File: config.mk
export PLATFORM = sky130hd
export DESIGN_NAME = fu_operand_regfile_flat
export DESIGN_NICKNAME = d
export VERILOG_FILES = /design/src/rtl/fu_operand_regfile_if.sv /design/src/rtl/fu_operand_regfile.sv /design/src/flat_wrapper.sv
export SDC_FILE = /design/constraint.sdc
export NUM_CORES = 1
export LEC_CHECK = 0
export CAP_MARGIN = 20
export CELL_PAD_IN_SITES_DETAIL_PLACEMENT = 2
export CELL_PAD_IN_SITES_GLOBAL_PLACEMENT = 2
export CORE_ASPECT_RATIO = 0.6
export CORE_MARGIN = 2
export CORE_UTILIZATION = 39
export CTS_BUF_LIST = sky130_fd_sc_hd__clkbuf_8
export DETAILED_ROUTE_END_ITERATION = 6
export GPL_ROUTABILITY_DRIVEN = 0
export PLACE_DENSITY = 0.84
export SETUP_SLACK_MARGIN = 0.3
export SYNTH_ARGS = -nofsm -noshare
export SYNTH_HDL_FRONTEND = slang
export SYNTH_SLANG_ARGS = --single-unit
File: constraint.sdc
create_clock -name clk -period 3.9 [get_ports clk]
set_clock_uncertainty 0.15 [all_clocks]
set_input_delay 0.78 -clock clk [delete_from_list [all_inputs] [get_ports clk]]
set_output_delay 0.78 -clock clk [all_outputs]
set_load 0.02 [all_outputs]
File: src/rtl/fu_operand_regfile_if.sv
// Operand/write-back bus between the control path and the FU operand register file.
// Inputs are sampled on the rising clock. Outputs are combinational, except the flags and write count. There is no backpressure.
interface fu_operand_regfile_if #(
  parameter int NREG  = 8,
  parameter int WIDTH = 16
);
  localparam int AW = (NREG > 1) ? $clog2(NREG) : 1;

  logic [AW-1:0]    aa_in;
  logic [AW-1:0]    ba_in;
  logic             mb_in;
  logic [WIDTH-1:0] const_in;
  logic [AW-1:0]    da_in;
  logic             rw_in;
  logic             md_in;
  logic [WIDTH-1:0] f_in;
  logic [WIDTH-1:0] data_in;
  logic             z_in;
  logic             n_in;
  logic             fl_we_in;
  logic             fl_clr_in;
  logic [WIDTH-1:0] a_out;
  logic [WIDTH-1:0] b_out;
  logic [WIDTH-1:0] data_out;
  logic             z_flag;
  logic             n_flag;
  logic [7:0]       wr_cnt;

  modport master (
    output aa_in, ba_in, mb_in, const_in, da_in, rw_in, md_in,
           f_in, data_in, z_in, n_in, fl_we_in, fl_clr_in,
    input  a_out, b_out, data_out, z_flag, n_flag, wr_cnt
  );

  modport slave (
    input  aa_in, ba_in, mb_in, const_in, da_in, rw_in, md_in,
           f_in, data_in, z_in, n_in, fl_we_in, fl_clr_in,
    output a_out, b_out, data_out, z_flag, n_flag, wr_cnt
  );
endinterface

File: src/rtl/fu_operand_regfile.sv
// Register file feeding FU operands. Reads are 0-cycle with write-through bypass, and flags have 1-cycle latency.
// There is no backpressure: one write per clock, and a write is always accepted.
module fu_operand_regfile #(
  parameter int NREG  = 8,
  parameter int WIDTH = 16
) (
  input  logic                  clk,
  input  logic                  rst_n,
  fu_operand_regfile_if.slave   bus
);
  localparam int AW = (NREG > 1) ? $clog2(NREG) : 1;

  logic [WIDTH-1:0] r_regs [NREG];
  logic             r_z;
  logic             r_n;
  logic [7:0]       r_wr_cnt;

  logic [WIDTH-1:0] w_wd;
  logic             w_wr_en;
  logic [WIDTH-1:0] w_reg_b;

  assign w_wd = bus.md_in ? bus.data_in : bus.f_in;
  // A write held in reset never lands, so it must not bypass onto the read ports.
  assign w_wr_en = bus.rw_in & rst_n;

  always_ff @(posedge clk or negedge rst_n) begin
    if (!rst_n) begin
      for (int i = 0; i < NREG; i++) begin
        r_regs[i] <= '0;
      end
    end else if (bus.rw_in) begin
      r_regs[bus.da_in] <= w_wd;
    end
  end

  always_ff @(posedge clk or negedge rst_n) begin
    if (!rst_n) begin
      r_z <= 1'b0;
      r_n <= 1'b0;
    end else if (bus.fl_clr_in) begin
      r_z <= 1'b0;
      r_n <= 1'b0;
    end else if (bus.fl_we_in) begin
      r_z <= bus.z_in;
      r_n <= bus.n_in;
    end
  end

  always_ff @(posedge clk or negedge rst_n) begin
    if (!rst_n) begin
      r_wr_cnt <= 8'd0;
    end else if (bus.rw_in && (r_wr_cnt != 8'hFF)) begin
      r_wr_cnt <= r_wr_cnt + 8'd1;
    end
  end

  assign bus.a_out    = (w_wr_en && (bus.da_in == bus.aa_in)) ? w_wd : r_regs[bus.aa_in];
  assign w_reg_b      = (w_wr_en && (bus.da_in == bus.ba_in)) ? w_wd : r_regs[bus.ba_in];
  assign bus.b_out    = bus.mb_in ? bus.const_in : w_reg_b;
  assign bus.data_out = w_reg_b;
  assign bus.z_flag   = r_z;
  assign bus.n_flag   = r_n;
  assign bus.wr_cnt   = r_wr_cnt;

  // Bypassing FU output back into its own operand forms a combinational loop.
  a_no_fu_loop: assert property (@(posedge clk) disable iff (!rst_n)
    (bus.rw_in && !bus.md_in) |->
      ((bus.da_in != bus.aa_in) && (bus.mb_in || (bus.da_in != bus.ba_in))));

  logic [AW-1:0] w_unused_aw;
  assign w_unused_aw = '0;
endmodule
File: src/flat_wrapper.sv
// flat-port wrapper written by rule: the top's interface ports become plain ports
module fu_operand_regfile_flat 
#(
  parameter int NREG  = 8,
  parameter int WIDTH = 16
)
  (clk, rst_n, bus_aa_in, bus_ba_in, bus_mb_in, bus_const_in, bus_da_in, bus_rw_in, bus_md_in, bus_f_in, bus_data_in, bus_z_in, bus_n_in, bus_fl_we_in, bus_fl_clr_in, bus_a_out, bus_b_out, bus_data_out, bus_z_flag, bus_n_flag, bus_wr_cnt);
  fu_operand_regfile_if #(.NREG(NREG), .WIDTH(WIDTH)) bus_i ();
  input  logic clk;
  input  logic rst_n;
  input wire logic [$bits(bus_i.aa_in)-1:0] bus_aa_in;
  input wire logic [$bits(bus_i.ba_in)-1:0] bus_ba_in;
  input wire logic [$bits(bus_i.mb_in)-1:0] bus_mb_in;
  input wire logic [$bits(bus_i.const_in)-1:0] bus_const_in;
  input wire logic [$bits(bus_i.da_in)-1:0] bus_da_in;
  input wire logic [$bits(bus_i.rw_in)-1:0] bus_rw_in;
  input wire logic [$bits(bus_i.md_in)-1:0] bus_md_in;
  input wire logic [$bits(bus_i.f_in)-1:0] bus_f_in;
  input wire logic [$bits(bus_i.data_in)-1:0] bus_data_in;
  input wire logic [$bits(bus_i.z_in)-1:0] bus_z_in;
  input wire logic [$bits(bus_i.n_in)-1:0] bus_n_in;
  input wire logic [$bits(bus_i.fl_we_in)-1:0] bus_fl_we_in;
  input wire logic [$bits(bus_i.fl_clr_in)-1:0] bus_fl_clr_in;
  output wire logic [$bits(bus_i.a_out)-1:0] bus_a_out;
  output wire logic [$bits(bus_i.b_out)-1:0] bus_b_out;
  output wire logic [$bits(bus_i.data_out)-1:0] bus_data_out;
  output wire logic [$bits(bus_i.z_flag)-1:0] bus_z_flag;
  output wire logic [$bits(bus_i.n_flag)-1:0] bus_n_flag;
  output wire logic [$bits(bus_i.wr_cnt)-1:0] bus_wr_cnt;
  assign bus_i.aa_in = bus_aa_in;
  assign bus_i.ba_in = bus_ba_in;
  assign bus_i.mb_in = bus_mb_in;
  assign bus_i.const_in = bus_const_in;
  assign bus_i.da_in = bus_da_in;
  assign bus_i.rw_in = bus_rw_in;
  assign bus_i.md_in = bus_md_in;
  assign bus_i.f_in = bus_f_in;
  assign bus_i.data_in = bus_data_in;
  assign bus_i.z_in = bus_z_in;
  assign bus_i.n_in = bus_n_in;
  assign bus_i.fl_we_in = bus_fl_we_in;
  assign bus_i.fl_clr_in = bus_fl_clr_in;
  assign bus_a_out = bus_i.a_out;
  assign bus_b_out = bus_i.b_out;
  assign bus_data_out = bus_i.data_out;
  assign bus_z_flag = bus_i.z_flag;
  assign bus_n_flag = bus_i.n_flag;
  assign bus_wr_cnt = bus_i.wr_cnt;
  fu_operand_regfile #(.NREG(NREG), .WIDTH(WIDTH)) u_core (.clk(clk), .rst_n(rst_n), .bus(bus_i));
endmodule
==> results.py, run 1 <==
metrics = {
    "yosys": {
        "post_synth_instance_area_mm2": 0.00788,
        "synth_enable_flop_cells": 0,
        "synthDistinctLibCells": 36,
        "postSynthRegisterBits": 138,
        "syn-mean-instance-area_um2": 10.6,
        "synth_top_area_share_pct": 43.9,
        "mappedNetlistNets": 809,
        "share_of_the_yosys_chip_area_belonging_to_registers_pct": 43.9,
        "yosys_warnings": 0,
        "synth_flop_cell": "dfrtp_1",
        "syn-instance-count": 742,
        "synth_area_leaders": "dfrtp_1 44%, mux4_2 18%, a21oi_1 6.1%",
        "post-synth-top-area-cell": "dfrtp_1",
        "async_s_r_ff_share_synth_pct": 100,
    },
    "drt": {
        "ant_nets": 0,
        "drt-wirelength-per-cell_um": 35.7,
        "routed_via_density": 6.69,
        "route.final.wire_length_mm": 42.1,
        "routed_via_count": 7877,
        "remaining_drc_errors": 0,
        "drt-initial-drc-count": 1011,
        "dr.pass1.iters": 5,
    },
    "power": {
        "power_leakage_uw": 0.00441,
        "switching_share_of_power_pct": 39.5,
        "pwr-share-comb_pct": 36.3,
        "power.density_mw_per_mm2": 524,
        "seqPwrFrac_pct": 39.4,
        "power_report.internal_total_uw": 3290,
        "pwr-share-clk_pct": 24.3,
        "power_switching_uw": 2150,
        "max-vdd-ir-drop_mv": 0.221,
    },
    "placed_design": {
        "placement.setup.worst_slack_ps": -359,
        "dp_hpwl_mm": 22.4,
        "port_buffers": 123,
        "numPlacedInstances": 1129,
    },
    "global_routing": {
        "grt_first_pass_wirelength_mm": 61.2,
        "vias_in_the_first_global_route": 8614,
        "grt_antenna_before_repair": 2,
        "grt_max_degree": 83,
        "globalRouteTotalUtil_pct": 39.6,
        "grt_remaining_overflow": 0,
    },
    "cts": {
        "cts_made_buffers": 17,
        "clock-root-buffer": "clkbuf_8",
        "cts_tree": "built",
        "htreeDepth": 4,
        "clkLatencyLatePin_ps": 470,
        "cts_num_sinks": 138,
        "clock_path_buffers": 2,
        "clk_pin_slew_ps": 90,
    },
    "die": {
        "floorplan.die_area_mm2": 0.0214,
        "rows": 40,
        "chipWidth_um": 187,
        "core-area_mm2": 0.0199,
        "io-pin-count": 124,
        "initial_utilization_pct": 39.5,
        "floorplan.die.height_um": 114,
    },
    "setup_path": {
        "worstSetupStartpointType": "input port",
        "ff2ff_path_depth": 4,
        "worst_path_max_delay_cell": "bufbuf_16",
        "critical_path_peak_fanout": 15,
        "path_class": "input port to output port",
        "worst_ep_arrival_ps": 2690,
        "timing.critical_path.to_type": "output port",
        "timing.critical_path.slowest_cell_delay_ps": 390,
        "worstPathRequired_ps": 2970,
        "timing.critical_path.cells": "clkdlybuf4s15_2 -> bufbuf_16 -> mux4_2 -> a211oi_1 -> buf_4 -> o21ai_1 -> clkdlybuf4s15_1",
    },
    "min_path": {
        "min_path_type": "input port to async pin",
    },
    "sta": {
        "timing_worst_slew_pin_value_ps": 786,
        "report.final.slew_viol_count": 0,
        "post-route-period-util_pct": 92.9,
        "timing_hold_violations_final": 0,
        "max_clock_freq_ghz": 0.276,
        "finalHoldWorstSlack_ps": 153,
        "final_critical_path_setup_slack_ps": 277,
        "slew-limit-headroom_pct": 47.6,
        "setup_violations": 0,
        "rsz_0062_raised_after_global_routing": "false",
        "min_period_ps": 3620,
    },
    "layout": {
        "final.fill_count": 1959,
        "area.growth.synth_to_final_pct": 31.7,
        "final_nets": 957,
        "finalCoreUtilization_pct": 52.1,
        "most_common_library_cell_in_the_layout_ignoring_fill_and_taps": "dfrtp_1",
        "layout_common_cells": "138 x dfrtp_1, 86 x a21oi_1, 82 x nand2_1, 81 x buf_4, 68 x nor2_1",
        "ratio_of_cells_with_drive_above_1_in_the_final_layout_pct": 29.9,
        "final_cells": 1177,
    },
    "flow_run": {
        "maxCapViolCount": 0,
    },
    "outcome": {
        "run_status": "finished clean",
    },
}
==> cells in the mapped netlist (16+ instances only) <==
| library cell | n |
|---|---|
| a211oi_1 | 18 |
| a21o_1 | 16 |
| a21oi_1 | 96 |
| buf_2 | 22 |
| clkbuf_1 | 46 |
| dfrtp_1 | 138 |
| mux2i_1 | 18 |
| mux4_2 | 64 |
| nand2_1 | 83 |
| nor2_1 | 68 |
| nor2b_1 | 31 |
| o21ai_0 | 64 |
| o21ai_1 | 17 |
==> registers in the layout (all words and copies together) (netlist names) <==
register,flops
u_core.r_regs,128
u_core.bus.wr_cnt,8
u_core.bus.n_flag,1
u_core.bus.z_flag,1
==> routing by layer <==
| metal | up-vias | part of all wire (%) | track usage [%] |
|---|---|---|---|
| met3 | 177 | 10 | 11.9 |
| met4 | 0 | 5.3 | 16.9 |
| met5 | - | 0 | 0 |
| met1 | 4082 | 38 | 48.3 |
| li1 | 2971 | - | - |
| met2 | 647 | 47 | 66.5 |
==> path summary, 6_finish.rpt <==
kind	from	endpoint	slack, ps
min in group clk	u_core.r_regs[27]	u_core.r_regs[27]	380
setup / recovery	bus_ba_in[2]	bus_b_out[0]	280
hold reg to reg	u_core.r_regs[27]	u_core.r_regs[27]	380
setup reg to reg	u_core.bus.wr_cnt[0]	u_core.bus.wr_cnt[1]	1910
max in group asynchronous	rst_n	u_core.r_regs[82]	1980
hold / removal	rst_n	u_core.r_regs[17]	150
==> power groups by stage <==
stage                     combinational (uW)  sequential, uW  clock [uW]
after floorplan                          985            1980           0
after global placement                  1640            2000           0
after detailed placement                1780            2080           0
after CTS                               1860            2080        1310
after global routing                    2060            2150        1370
final                                   1980            2140        1320
==> critical path, delay by kind of cell <==
family | cells | cell delay, ps
AOI/OAI and AO/OA | 2 | 370
buffers and inverters | 4 | 1200
muxes | 1 | 340
==> stage by stage <==
step | power, uW | area (um2) | setup TNS (ps)
after floorplan | 2970 | 7880 | 0
after global placement | 3640 | 9710 | -5100
after detailed placement | 3860 | 9710 | -9960
after CTS | 5250 | 10200 | 0
after global routing | 5580 | 10400 | 0
final | 5440 | 10400 | 0
==> cells by family after synthesis <==
kind of cell / share of synthesized area (%)
compound gates: 16.8
simple gates: 11.8
flops: 43.9
mux: 20.7
buf+inv: 5.20
xor+xnor: 1.45
fa+ha+maj: 0.159
==> area by class of cell <==
class	count	area, um2	share of cell area [%]
Multi-Input combinational cell	524	4160	40.1
Sequential cell	138	3450	33.3
Timing Repair Buffer	208	2000	19.3
Tap cell	273	342	3.29
Clock buffer	21	289	2.79
Clock inverter	10	126	1.22
Antenna cell	2	5.00	0.0483
Inverter	1	3.75	0.0362
==> timing repair <==
| action | CTS | global route |
|---|---|---|
| gates cloned | 2 | 0 |
| endpoints found under the setup margin | 48 | 46 |
| pin swaps | 4 | 4 |
| resized for setup | 233 | 16 |
| buffers inserted | 4 | 7 |
| hold buffers | 1 | 0 |
| hold endpoints to repair | 2 | 0 |
(Power assumes the default switching activity.)
==> run 2: changes to the inputs <==
--- a/config.mk
+++ b/config.mk
@@ -15,6 +15,7 @@
 export DETAILED_ROUTE_END_ITERATION = 6
 export GPL_ROUTABILITY_DRIVEN = 0
 export PLACE_DENSITY = 0.84
+export RECOVER_POWER = 100
 export SETUP_SLACK_MARGIN = 0.3
 export SYNTH_ARGS = -nofsm -noshare
 export SYNTH_HDL_FRONTEND = slang
==> constraint.sdc (replaced) <==
create_clock -name clk -period 3.9 [get_ports clk]
set_clock_uncertainty 0.15 [all_clocks]
set_input_delay 0.585 -clock clk [delete_from_list [all_inputs] [get_ports clk]]
set_output_delay 0.585 -clock clk [all_outputs]
set_load 0.02 [all_outputs]
==> run 2 against run 1 <==
Compared with the run above:
- the run now ends with capacitance limit, slew limit left
- die area unchanged
- critical endpoint is now bus_a_out[3]
- non-clock buffer count shrank 27
- largest cell class unchanged
- core utilization fell by 2.3 points
- largest power group unchanged
- sequential share of layout area up 1.6 points
- register-to-register slack worse by 180 ps
- final area shrank 4.5%
==> results.py, run 2 (synthesis results as in run 1) <==
metrics = {
    "setup_path": {
        "timing.rr.start": "u_core.bus.wr_cnt[0]",
        "timing.critical_path.to_type": "output port",
        "timing.critical_path.slowest_cell_delay_ps": 650,
        "worst_path_max_delay_cell": "dlygate4sd3_1",
        "critPathTopFamily": "buffers and inverters",
        "worst_ep_arrival_ps": 2980,
        "critical_path_peak_fanout": 32,
        "timing.critical_path.from": "bus_aa_in[1]",
        "path_class": "input port to output port",
        "worstSetupStartpointType": "input port",
        "worstPathRequired_ps": 3160,
        "rrSetupSlack_ps": 1730,
        "path_buf_inv": 3,
        "timing.critical_path.cells": "dlygate4sd3_1 -> buf_12 -> mux4_2 -> nor2b_1 -> a211oi_1 -> a21oi_1 -> dlygate4sd2_1",
    },
    "sta": {
        "timing_worst_slew_pin_value_ps": 2380,
        "rsz_0062_raised_after_global_routing": "false",
        "finalHoldWorstSlack_ps": 371,
        "setup_violations": 0,
        "post-route-period-util_pct": 95.3,
        "final.setup.tns_ps": 0,
        "timing_hold_violations_final": 0,
        "min_period_ps": 3720,
        "max_clock_freq_ghz": 0.269,
        "report.final.slew_viol_count": 208,
        "slew-limit-headroom_pct": -58.5,
    },
    "die": {
        "floorplan.die_area_mm2": 0.0214,
        "rows": 40,
        "io-pin-count": 124,
        "floorplan.die.height_um": 114,
        "initial_utilization_pct": 39.5,
        "core-area_mm2": 0.0199,
        "chipWidth_um": 187,
    },
    "cts": {
        "clk_pin_slew_ps": 90,
        "clock_path_buffers": 2,
        "cts_num_sinks": 138,
        "cts.hold.buffers_added": 0,
        "cts_made_buffers": 17,
        "clock-root-buffer": "clkbuf_8",
        "clkLatencyLatePin_ps": 480,
        "cts_tree": "built",
        "htreeDepth": 4,
    },
    "drt": {
        "remaining_drc_errors": 0,
        "route.layer.met1.wl_mm": 14.5,
        "highest-signal-layer": "met4",
        "routed_via_count": 7302,
        "route.final.wire_length_mm": 35.6,
        "met3RoutedLength_mm": 2.97,
        "routed_via_density": 6.36,
        "drt-initial-drc-count": 634,
        "route.met2.wl_mm": 16.9,
        "ant_nets": 0,
        "drt-wirelength-per-cell_um": 31.0,
        "dr.pass1.iters": 5,
    },
    "global_routing": {
        "grt_first_pass_wirelength_mm": 54.3,
        "grt_remaining_overflow": 0,
        "globalRouteTotalUtil_pct": 34.6,
        "grt_max_degree": 82,
        "vias_in_the_first_global_route": 8272,
        "grt_antenna_before_repair": 0,
    },
    "layout": {
        "number_of_flip_flops_in_the_largest_register": 128,
        "num_antenna_cells": 0,
        "layout_common_cells": "138 x dfrtp_1, 96 x a21oi_1, 83 x nand2_1, 79 x o21ai_0, 68 x nor2_1",
        "final_nets": 930,
        "largest_register": "u_core.r_regs",
        "final.fill_count": 2045,
        "ratio_of_cells_with_drive_above_1_in_the_final_layout_pct": 18.7,
        "most_common_library_cell_in_the_layout_ignoring_fill_and_taps": "dfrtp_1",
        "area.growth.synth_to_final_pct": 25.8,
    },
    "min_path": {
        "timing.hold.worst.start": "u_core.bus.wr_cnt[2]",
        "min_path_type": "flop to flop",
    },
    "outcome": {
        "run_status": "finished with violations",
        "failed_checks": "capacitance limit, slew limit",
    },
    "placed_design": {
        "port_buffers": 123,
        "dp_hpwl_mm": 21.2,
    },
    "power": {
        "power_leakage_uw": 0.00418,
        "power.density_mw_per_mm2": 528,
        "max-vdd-ir-drop_mv": 0.234,
    },
    "flow_run": {
        "maxCapViolCount": 6,
    },
}
run 2: cell types whose count changed in the layout (fill, tap and decap cells not counted), sizes merged, moves of 2 or more:
cell           change
clkbuf            +25
bufbuf             -2
clkdlybuf4s15     -12
clkinvlp           +3
dlygate4sd2       +32
dlygate4sd3       +12
buf               -81
diode              -2
clkdlybuf4s50      -7
run 2: final timing paths:
| path | end | cells past startpoint |
|---|---|---|
| worst max-delay path | bus_a_out[3] | 7 |
| worst min-delay path | u_core.bus.wr_cnt[2] | 1 |
| worst max register to register | u_core.bus.wr_cnt[1] | 4 |
| worst min register to register | u_core.bus.wr_cnt[2] | 1 |
| max in group asynchronous | u_core.r_regs[54] | 4 |
| min in group asynchronous | u_core.bus.z_flag | 2 |
run 2: layout make-up:
cell class	instances	area (um2)	share of cell area [%]
clock buffers	17	234	2.36
clock inverters	15	214	2.16
inverters	1	3.75	0.0379
multi-input cells	524	4040	40.8
flip-flops and latches	138	3450	34.9
well taps	273	342	3.45
repair buffers	181	1620	16.3
run 2: what timing repair did:
item                                    CTS  global route
resized for setup                        49            24
pin swaps                                 4             1
buffers inserted                          4             1
endpoints found under the setup margin   48            18
run 2: layer usage:
layer | track usage (%) | vias to the layer above
met2 | 57.8 | 451
met5 | 0 | -
met3 | 8.67 | 106
met1 | 43.7 | 3834
met4 | 14.3 | 0
li1 | - | 2911
run 2: stage by stage:
stage	cells	setup slack (ps)	total power (uW)	utilization, %	cell area, um2
floorplan	742	1210	2970	-	7880
global placement	1111	137	3620	48.0	9550
detailed placement	1111	55.9	3800	48.0	9550
CTS	1147	100	5230	50.3	10000
global route	1149	162	5420	49.7	9900
finish	1149	183	5230	49.7	9900
run 2: power by group:
group | leakage, uW | total, uW | switching [uW] | internal, uW
Clock | 0.000211 | 1400 | 694 | 709
Sequential | 0.00164 | 2100 | 354 | 1740
Combinational | 0.00233 | 1730 | 967 | 762
Total | 0.00418 | 5230 | 2010 | 3210
